==> src/rtl/memory_controller.sv <==
// rtl/memory_controller.sv - byte-serial arbiter/sequencer between instruction fetch and the load/store buffer
module memory_controller #(
  parameter int         ADDR_W = 32,
  parameter logic [1:0] IO_HI  = 2'b11
) (
  input  logic              clk_in,
  input  logic              rst_in,
  input  logic              rdy_in,
  input  logic              _clear,
  input  logic              _if_ready,
  input  logic [ADDR_W-1:0] _if_addr,
  output logic              _if_done,
  output logic [31:0]       _if_inst,
  input  logic              _lsb_ready,
  input  logic              _lsb_is_store,
  input  logic [1:0]        _lsb_size,
  input  logic              _lsb_unsigned,
  input  logic [ADDR_W-1:0] _lsb_addr,
  input  logic [31:0]       _lsb_data,
  output logic              _lsb_done,
  output logic [31:0]       _lsb_result,
  input  logic              _io_buffer_full,
  input  logic [7:0]        mem_din,
  output logic [7:0]        mem_dout,
  output logic [ADDR_W-1:0] mem_a,
  output logic              mem_wr
);
  typedef enum logic [1:0] {IDLE, READ, WRITE, DONE} state_e;

  state_e            state_q;
  logic              owner_lsb_q, uns_q;
  logic [ADDR_W-1:0] base_q, mem_a_q;
  logic [2:0]        len_q, cnt_q;
  logic [31:0]       data_q, if_inst_q, lsb_result_q;
  logic [7:0]        mem_dout_q;
  logic              mem_wr_q, if_done_q, lsb_done_q;

  logic              lsb_blocked, lsb_take;
  logic [2:0]        lsb_len, cnt_inc_d, cnt_dec_d;
  logic [ADDR_W-1:0] addr_inc_d;
  logic [7:0]        wbyte_d;
  logic [31:0]       asm_d, ext_d;
  logic              sign_d;

  // An IO store must wait while the IO write buffer is full; fetch may use the port meanwhile.
  assign lsb_blocked = _lsb_is_store && (_lsb_addr[17:16] == IO_HI) && _io_buffer_full;
  assign lsb_take    = _lsb_ready && !lsb_blocked;
  assign lsb_len     = (_lsb_size == 2'b00) ? 3'd1 : (_lsb_size == 2'b01) ? 3'd2 : 3'd4;
  assign cnt_inc_d   = cnt_q + 3'd1;
  assign cnt_dec_d   = cnt_q - 3'd1;
  assign addr_inc_d  = base_q + ADDR_W'(cnt_inc_d);
  assign wbyte_d     = data_q[{cnt_inc_d[1:0], 3'b000} +: 8];

  // mem_din holds the byte addressed one cycle earlier, i.e. byte cnt_q-1.
  always_comb begin
    asm_d = data_q;
    asm_d[{cnt_dec_d[1:0], 3'b000} +: 8] = mem_din;
    sign_d = 1'b0;
    ext_d  = asm_d;
    case (len_q)
      3'd1: begin
        sign_d = asm_d[7] & ~uns_q;
        ext_d  = {{24{sign_d}}, asm_d[7:0]};
      end
      3'd2: begin
        sign_d = asm_d[15] & ~uns_q;
        ext_d  = {{16{sign_d}}, asm_d[15:0]};
      end
      default: ext_d = asm_d;
    endcase
  end

  always_ff @(posedge clk_in) begin
    if (!rst_in) begin
      state_q      <= IDLE;
      owner_lsb_q  <= 1'b0;
      uns_q        <= 1'b0;
      base_q       <= '0;
      len_q        <= 3'd0;
      cnt_q        <= 3'd0;
      data_q       <= 32'd0;
      mem_a_q      <= '0;
      mem_dout_q   <= 8'd0;
      mem_wr_q     <= 1'b0;
      if_done_q    <= 1'b0;
      lsb_done_q   <= 1'b0;
      if_inst_q    <= 32'd0;
      lsb_result_q <= 32'd0;
    end else if (rdy_in) begin
      case (state_q)
        IDLE: begin
          if (!_clear && lsb_take) begin
            owner_lsb_q <= 1'b1;
            uns_q       <= _lsb_unsigned;
            base_q      <= _lsb_addr;
            len_q       <= lsb_len;
            cnt_q       <= 3'd0;
            mem_a_q     <= _lsb_addr;
            if (_lsb_is_store) begin
              data_q     <= _lsb_data;
              mem_dout_q <= _lsb_data[7:0];
              mem_wr_q   <= 1'b1;
              state_q    <= WRITE;
            end else begin
              data_q  <= 32'd0;
              state_q <= READ;
            end
          end else if (!_clear && _if_ready) begin
            owner_lsb_q <= 1'b0;
            uns_q       <= 1'b1;
            base_q      <= _if_addr;
            len_q       <= 3'd4;
            cnt_q       <= 3'd0;
            data_q      <= 32'd0;
            mem_a_q     <= _if_addr;
            state_q     <= READ;
          end
        end
        READ: begin
          if (_clear) begin
            state_q <= IDLE;
          end else if (cnt_q == len_q) begin
            state_q <= DONE;
            if (owner_lsb_q) begin
              lsb_done_q   <= 1'b1;
              lsb_result_q <= ext_d;
            end else begin
              if_done_q <= 1'b1;
              if_inst_q <= asm_d;
            end
          end else begin
            if (cnt_q != 3'd0) data_q <= asm_d;
            if (cnt_inc_d < len_q) mem_a_q <= addr_inc_d;
            cnt_q <= cnt_inc_d;
          end
        end
        WRITE: begin
          // Committed stores run to completion; _clear is deliberately not looked at here.
          if (cnt_inc_d < len_q) begin
            cnt_q      <= cnt_inc_d;
            mem_a_q    <= addr_inc_d;
            mem_dout_q <= wbyte_d;
          end else begin
            mem_wr_q     <= 1'b0;
            state_q      <= DONE;
            lsb_done_q   <= 1'b1;
            lsb_result_q <= 32'd0;
          end
        end
        DONE: begin
          if_done_q  <= 1'b0;
          lsb_done_q <= 1'b0;
          state_q    <= IDLE;
        end
        default: state_q <= IDLE;
      endcase
    end
  end

  assign mem_a       = mem_a_q;
  assign mem_dout    = mem_dout_q;
  assign mem_wr      = mem_wr_q & rdy_in;
  assign _if_done    = if_done_q & rdy_in;
  assign _lsb_done   = lsb_done_q & rdy_in;
  assign _if_inst    = if_inst_q;
  assign _lsb_result = lsb_result_q;
endmodule

==> config.mk <==
export PLATFORM = sky130hd
export DESIGN_NAME = memory_controller
export DESIGN_NICKNAME = d
export VERILOG_FILES = /design/src/rtl/memory_controller.sv
export SDC_FILE = /design/constraint.sdc
export NUM_CORES = 1
export LEC_CHECK = 0
export ABC_CLOCK_PERIOD_IN_PS = 3000
export CORE_MARGIN = 1.5
export CORE_UTILIZATION = 49
export CTS_BUF_LIST = sky130_fd_sc_hd__clkbuf_4 sky130_fd_sc_hd__clkbuf_8
export DETAILED_ROUTE_END_ITERATION = 10
export DONT_BUFFER_PORTS = 1
export GPL_TIMING_DRIVEN = 0
export PLACE_DENSITY = 0.66
export SLEW_MARGIN = 30
export SYNTH_ARGS = -nofsm -noshare
export SYNTH_HDL_FRONTEND = slang
export SYNTH_SLANG_ARGS = --single-unit
==> constraint.sdc <==
create_clock -name clk_in -period 3 [get_ports clk_in]
set_input_delay 0.9 -clock clk_in [delete_from_list [all_inputs] [get_ports clk_in]]
set_output_delay 0.9 -clock clk_in [all_outputs]
set_load 0.1 [all_outputs]
After elaboration in Yosys (flattened, before gate mapping)

Cells that the tools add are included.

Memory bits (writable): 0
Memories: 0
Output and inout port bits: 107
Register bits after elaboration: 181
Bits in read-only memories: 0
Logic and storage cells: 136
Bits of input ports: 115
Latch bits: 0

$lt $le $gt $ge: 1
Reductions and logical operators: 28
Multipliers: 0
Bitwise logic cells: 8
Mux-type cells: 58
Div/mod/pow operators: 0
Add/subtract/negate cells: 4
Equality and inequality tests: 20
Shift-type cells: 3

Operator list:

| cell                     | number |
|---|---|
| $mux W32                 | 15 |
| $pmux W32 S2             | 3 |
| $pmux W32 S3             | 1 |
| $add A32 B3 Y32          | 1 |
| $bwmux W32               | 1 |
| $shift A8 B7 Y32 const A | 1 |
| $shiftx A32 B6 Y8        | 1 |
| $shiftx A8 B7 Y32        | 1 |
| $mux W3                  | 9 |
| $reduce_and A5 Y1        | 5 |
| $mux W8                  | 3 |
| $reduce_and A6 Y1        | 4 |
| $ne A2 B2 Y1 const B     | 10 |
| $pmux W8 S2              | 1 |
| $mux W1                  | 14 |
| $mux W2                  | 6 |
| $reduce_bool A2 Y1       | 5 |
| $pmux W3 S3              | 1 |
| $reduce_bool A3 Y1       | 3 |
| $pmux W2 S4              | 1 |
| $neg A5 Y7               | 1 |
| $eq A2 B2 Y1 const B     | 3 |
| $ne A3 B3 Y1 const B     | 2 |
| $and A1 B1 Y1            | 5 |
| 15 further kinds         | 25 |

Depth between registers and ports, before layout

Word-level depth: 10
Mapped depth: 11
Gate-level depth less buffers: 10

Least setup slack after synthesis

No wires, ideal clock.

Kind: register -> register
Start: register cnt_q[0]
End: register mem_a_q[30], in the netlist mem_a[30]
Stages on the path, launching flop included: 12
Period minus slack after synthesis: 3.287 ns
Arrival time: 3.200 ns
Setup time: 0.087 ns
Path slack: -0.287 ns
Path through: dfxtp_1 > inv_1 > ha_1 > buf_1 > inv_1 > fa_1 > nor2b_1 > o2111ai_1 > nor4_1 > xnor2_1 > nor2_1 > o31ai_1

Longest elaborated chain between the ends: 6
Elaborated cells between the ends (all ways): 10

RTL lines:

| item                                            | RTL line     | source |
|---|---|---|
| start, declared                                 | 33           | `logic [2:0] len_q, cnt_q;` |
| start signal, assigned                          | 134          | `cnt_q <= cnt_inc_d;` |
| start signal, assigned                          | 140          | `cnt_q <= cnt_inc_d;` |
| $add A3 B1 Y3                                   | 49           | `assign cnt_inc_d = cnt_q + 3'd1;` |
| $add A32 B3 Y32 or $lt A3 B3 Y1 (tied branches) | 51, 133, 139 |  |
| $mux W32                                        | 133, 139     |  |
| $mux W32                                        | 122          | `end else if (cnt_q == len_q) begin` |
| $mux W32                                        | 120          | `if (_clear) begin` |
| $pmux W32 S3                                    | 90           | `case (state_q)` |
| end signal, assigned                            | 98           | `mem_a_q <= _lsb_addr;` |
| end signal, assigned                            | 133          | `if (cnt_inc_d < len_q) mem_a_q <= addr_inc_d;` |
| end signal, assigned                            | 141          | `mem_a_q <= addr_inc_d;` |
| end, declared                                   | 32           | `logic [ADDR_W-1:0] base_q, mem_a_q;` |

Parallel ways exist; a longest one is shown, timed or not. The select of a mux whose other input is x is not followed.
A chain may end at the register's enable or synchronous reset.

Worst setup path after layout

Same ends and word-level chain as after synthesis.

==> flow_metrics.py <==
metrics = {
    "die": {
        "die_height_um": 139.9,
        "start_util": 0.5063,
        "die-area_mm2": 0.01958,
        "die_w_um": 139.9,
        "fp.coreArea_mm2": 0.01815,
        "io_pins": 222,
        "row_count": 49,
    },
    "setup_path": {
        "startpoint_type": "flop",
        "cp_num_cells": 11,
        "cp_cell_sequence": "inv_2 -> ha_4 -> buf_8 -> inv_1 -> fa_1 -> nor2b_4 -> o2111ai_4 -> nor4_2 -> xnor2_1 -> nor2_1 -> o31ai_1",
        "required_ns": 3.39,
        "critPathKind": "reg -> reg",
        "worstReg2RegStart": "cnt_q[0]$_SDFFE_PN0P_",
        "end_kind": "flop",
        "r2r_cells": 11,
        "crit_buf_inv": 3,
        "r2r_end": "mem_a[30]$_SDFFE_PN0P_",
        "ff2ff_setup_slack_ns": 0.19,
        "cp-endpoint": "mem_a[30]$_SDFFE_PN0P_",
        "crit_family": "adder cells",
        "crit_slowest_cell": "fa_1",
        "max_stage_delay_ns": 0.44,
        "cp_max_fo": 10,
        "critical_path.startpoint": "cnt_q[0]$_SDFFE_PN0P_",
        "worstPathArrival_ns": 3.20,
    },
    "synth": {
        "ys_seq_area_frac": 0.3943,
        "syn_inst": 1128,
        "synth-simple-area-share": 0.2019,
        "synth_edf_count": 0,
        "synth_area_leaders": "dfxtp_1, a211oi_1, nor2_1, mux2i_1, nand2_1",
        "synth_common_cells": "dfxtp_1, nor2_1, nand2_1",
        "async_flop_share": 0,
        "synth_fp_nets": 1259,
        "synth_top_family_by_area": "compound AO/OA/AOI/OAI gates",
        "synth_fa_ha_area_frac": 0.02260,
        "synthXorXnorAreaFrac": 0.02764,
        "avgSynthCellArea_um2": 8.146,
        "synth_flop_cell": "dfxtp_1",
        "synth_top_area_frac": 0.3943,
        "synth_most_common_cell": "dfxtp_1",
        "synth_area_mm2": 0.009189,
        "synth_seq_cells": 181,
        "synth.area.mux_share": 0.06972,
        "yosysTopAreaCell": "dfxtp_1",
        "synth_compound_area_frac": 0.2282,
        "ys_types": 53,
        "yosysWarnings": 0,
    },
    "sta": {
        "finalMaxSlewViolations": 0,
        "finalHoldViolations": 0,
        "worstMarginPinSlew_ns": 1.033,
        "fin_skew_ns": 0.02047,
        "slew_headroom": 0.3106,
        "finalCritPeriodShare": 0.9378,
        "holdWs_ns": 0.4846,
        "fin_crit_ns": 2.814,
        "finalSetupTns_ns": 0,
        "grt_setup_unrepaired": "false",
        "finalSetupViolations": 0,
        "max_freq_mhz": 355.4,
    },
    "placement": {
        "portBuffers": 0,
        "dp_hpwl_um": 22180,
        "dp.cells": 1357,
        "globalplace.congestion": 0.9239,
    },
    "clock_network": {
        "root_buffer": "clkbuf_8",
        "clock_latency_ns": 0.49,
        "cts_tree": "built",
        "cts_htree_levels": 4,
        "clock_path_buffers": 2,
        "cts_sinks": 181,
        "cts.clk_slew.worst_paths_ns": 0.10,
        "cts_buffers": 17,
    },
    "grt": {
        "track_usage": 0.3025,
        "grt_max_degree": 19,
        "grt_overflow_total": 0,
        "grt_pass1_wl_um": 45860,
        "grt_pass1_vias": 8029,
        "antenna_found_initial": 0,
    },
    "outcome": {
        "violations": "DRC",
        "status": "finished, violations left",
    },
    "min_path": {
        "hp-class": "reg -> reg",
        "min_from": "owner_lsb_q$_SDFFE_PN0P_",
    },
    "final_layout": {
        "utilization": 0.5506,
        "final_net_count": 1279,
        "syn_to_final_growth_pct": 8.742,
        "diodes": 0,
        "drive_gt1_frac": 0.08010,
        "final_cell_count_no_fill": 1390,
    },
    "power_and_ir_drop": {
        "leakagePower_nw": 3.395,
        "power.density_mw_per_mm2": 645.5,
        "power_mw": 6.450,
        "peakVddDrop_uv": 348.7,
    },
    "routing": {
        "routed_via_density": 6.076,
        "wire_per_inst_um": 21.24,
        "first_pass_iters": 8,
        "ant_nets": 0,
        "drt_iter0_drc": 895,
        "drc": 12,
        "routed_wl_um": 29520,
        "vias": 8446,
    },
    "flow_run": {
        "drv_cap": 0,
    },
}
layout by cell type (no fill, tap or decap), types with 18 or more instances in the layout:
| cell type | count |
|---|---|
| a211oi_1 | 81 |
| a21oi_1 | 59 |
| a22oi_1 | 18 |
| a31oi_1 | 26 |
| clkbuf_1 | 66 |
| dfxtp_1 | 177 |
| inv_1 | 33 |
| mux2i_1 | 46 |
| nand2_1 | 110 |
| nand3_1 | 63 |
| nor2_1 | 143 |
| nor2b_1 | 28 |
| o211ai_1 | 25 |
| o21ai_0 | 44 |
flip-flops by register name, indices dropped and copies added, names as in the netlist:
register	flops
owner_lsb_q	1
uns_q	1
mem_wr_q	1
mem_a	32
mem_dout	8
_if_inst	32
data_q	32
len_q	3
if_done_q	1
lsb_done_q	1
state_q	2
base_q	32
_lsb_result	32
cnt_q	3
cells by family after synthesis:
group,Yosys count
buffers and inverters,129
XOR/XNOR,29
AO/OA/AOI/OAI,309
adder cells (fa/ha/maj),16
flip-flops,181
AND/OR/NAND/NOR,410
multiplexers,54
power by group:
part / internal, mW / switching (mW) / total [mW]
logic: 0.466 / 0.927 / 1.39
registers: 2.61 / 0.840 / 3.45
clock network: 0.606 / 0.996 / 1.60
final cells by class:
| type | count | area [um2] |
|---|---|---|
| clock buffers | 17 | 234.0 |
| plain buffers | 91 | 381.6 |
| well taps | 229 | 286.5 |
| clock inverters | 15 | 133.9 |
| inverters | 37 | 138.9 |
| flip-flops and latches | 181 | 3633 |
| fillers | 1734 | 8155 |
| multi-input cells | 818 | 5169 |
| repair buffers | 2 | 15.01 |
routing by layer:
| layer | share of wire | vias up | global-route usage |
|---|---|---|---|
| met5 | 0 | - | 0 |
| met4 | 0.017 | 0 | 0.08144 |
| met3 | 0.10 | 35 | 0.09026 |
| met2 | 0.42 | 357 | 0.4459 |
| met1 | 0.46 | 3972 | 0.4303 |
| li1 | - | 4082 | - |
metrics by stage:
stage	instance area [um2]	setup slack [ns]
after floorplan	9199	0.03741
after global placement	9485	-0.5479
after detailed placement	9485	-0.6117
after CTS	9933	0.002364
after global routing	9992	0.006865
final	9992	0.1865
worst min-delay path by stage:
stage,to,cells past startpoint
6_report,owner_lsb_q$_SDFFE_PN0P_,2
5_1_grt,base_q[1]$_SDFFE_PN0P_,2
4_1_cts,owner_lsb_q$_SDFFE_PN0P_,2
3_5_place_dp,owner_lsb_q$_SDFFE_PN0P_,2
3_3_place_gp,owner_lsb_q$_SDFFE_PN0P_,2
2_1_floorplan,owner_lsb_q$_SDFFE_PN0P_,2
what timing repair did:
action | 4_1_cts | 5_1_grt
resized for setup | 15 | 20
pin swaps | 1 | 4
hold buffers | 0 | 0
setup endpoints to repair | 75 | 54
buffers inserted | 1 | 1
worst min-delay path, stage by stage, from the launching register on:
cell and delay [ns]:
dfxtp_1 0.34, nand2_1 0.06, a21oi_1 0.05
No activity file was read; power rests on OpenSTA's default activity.
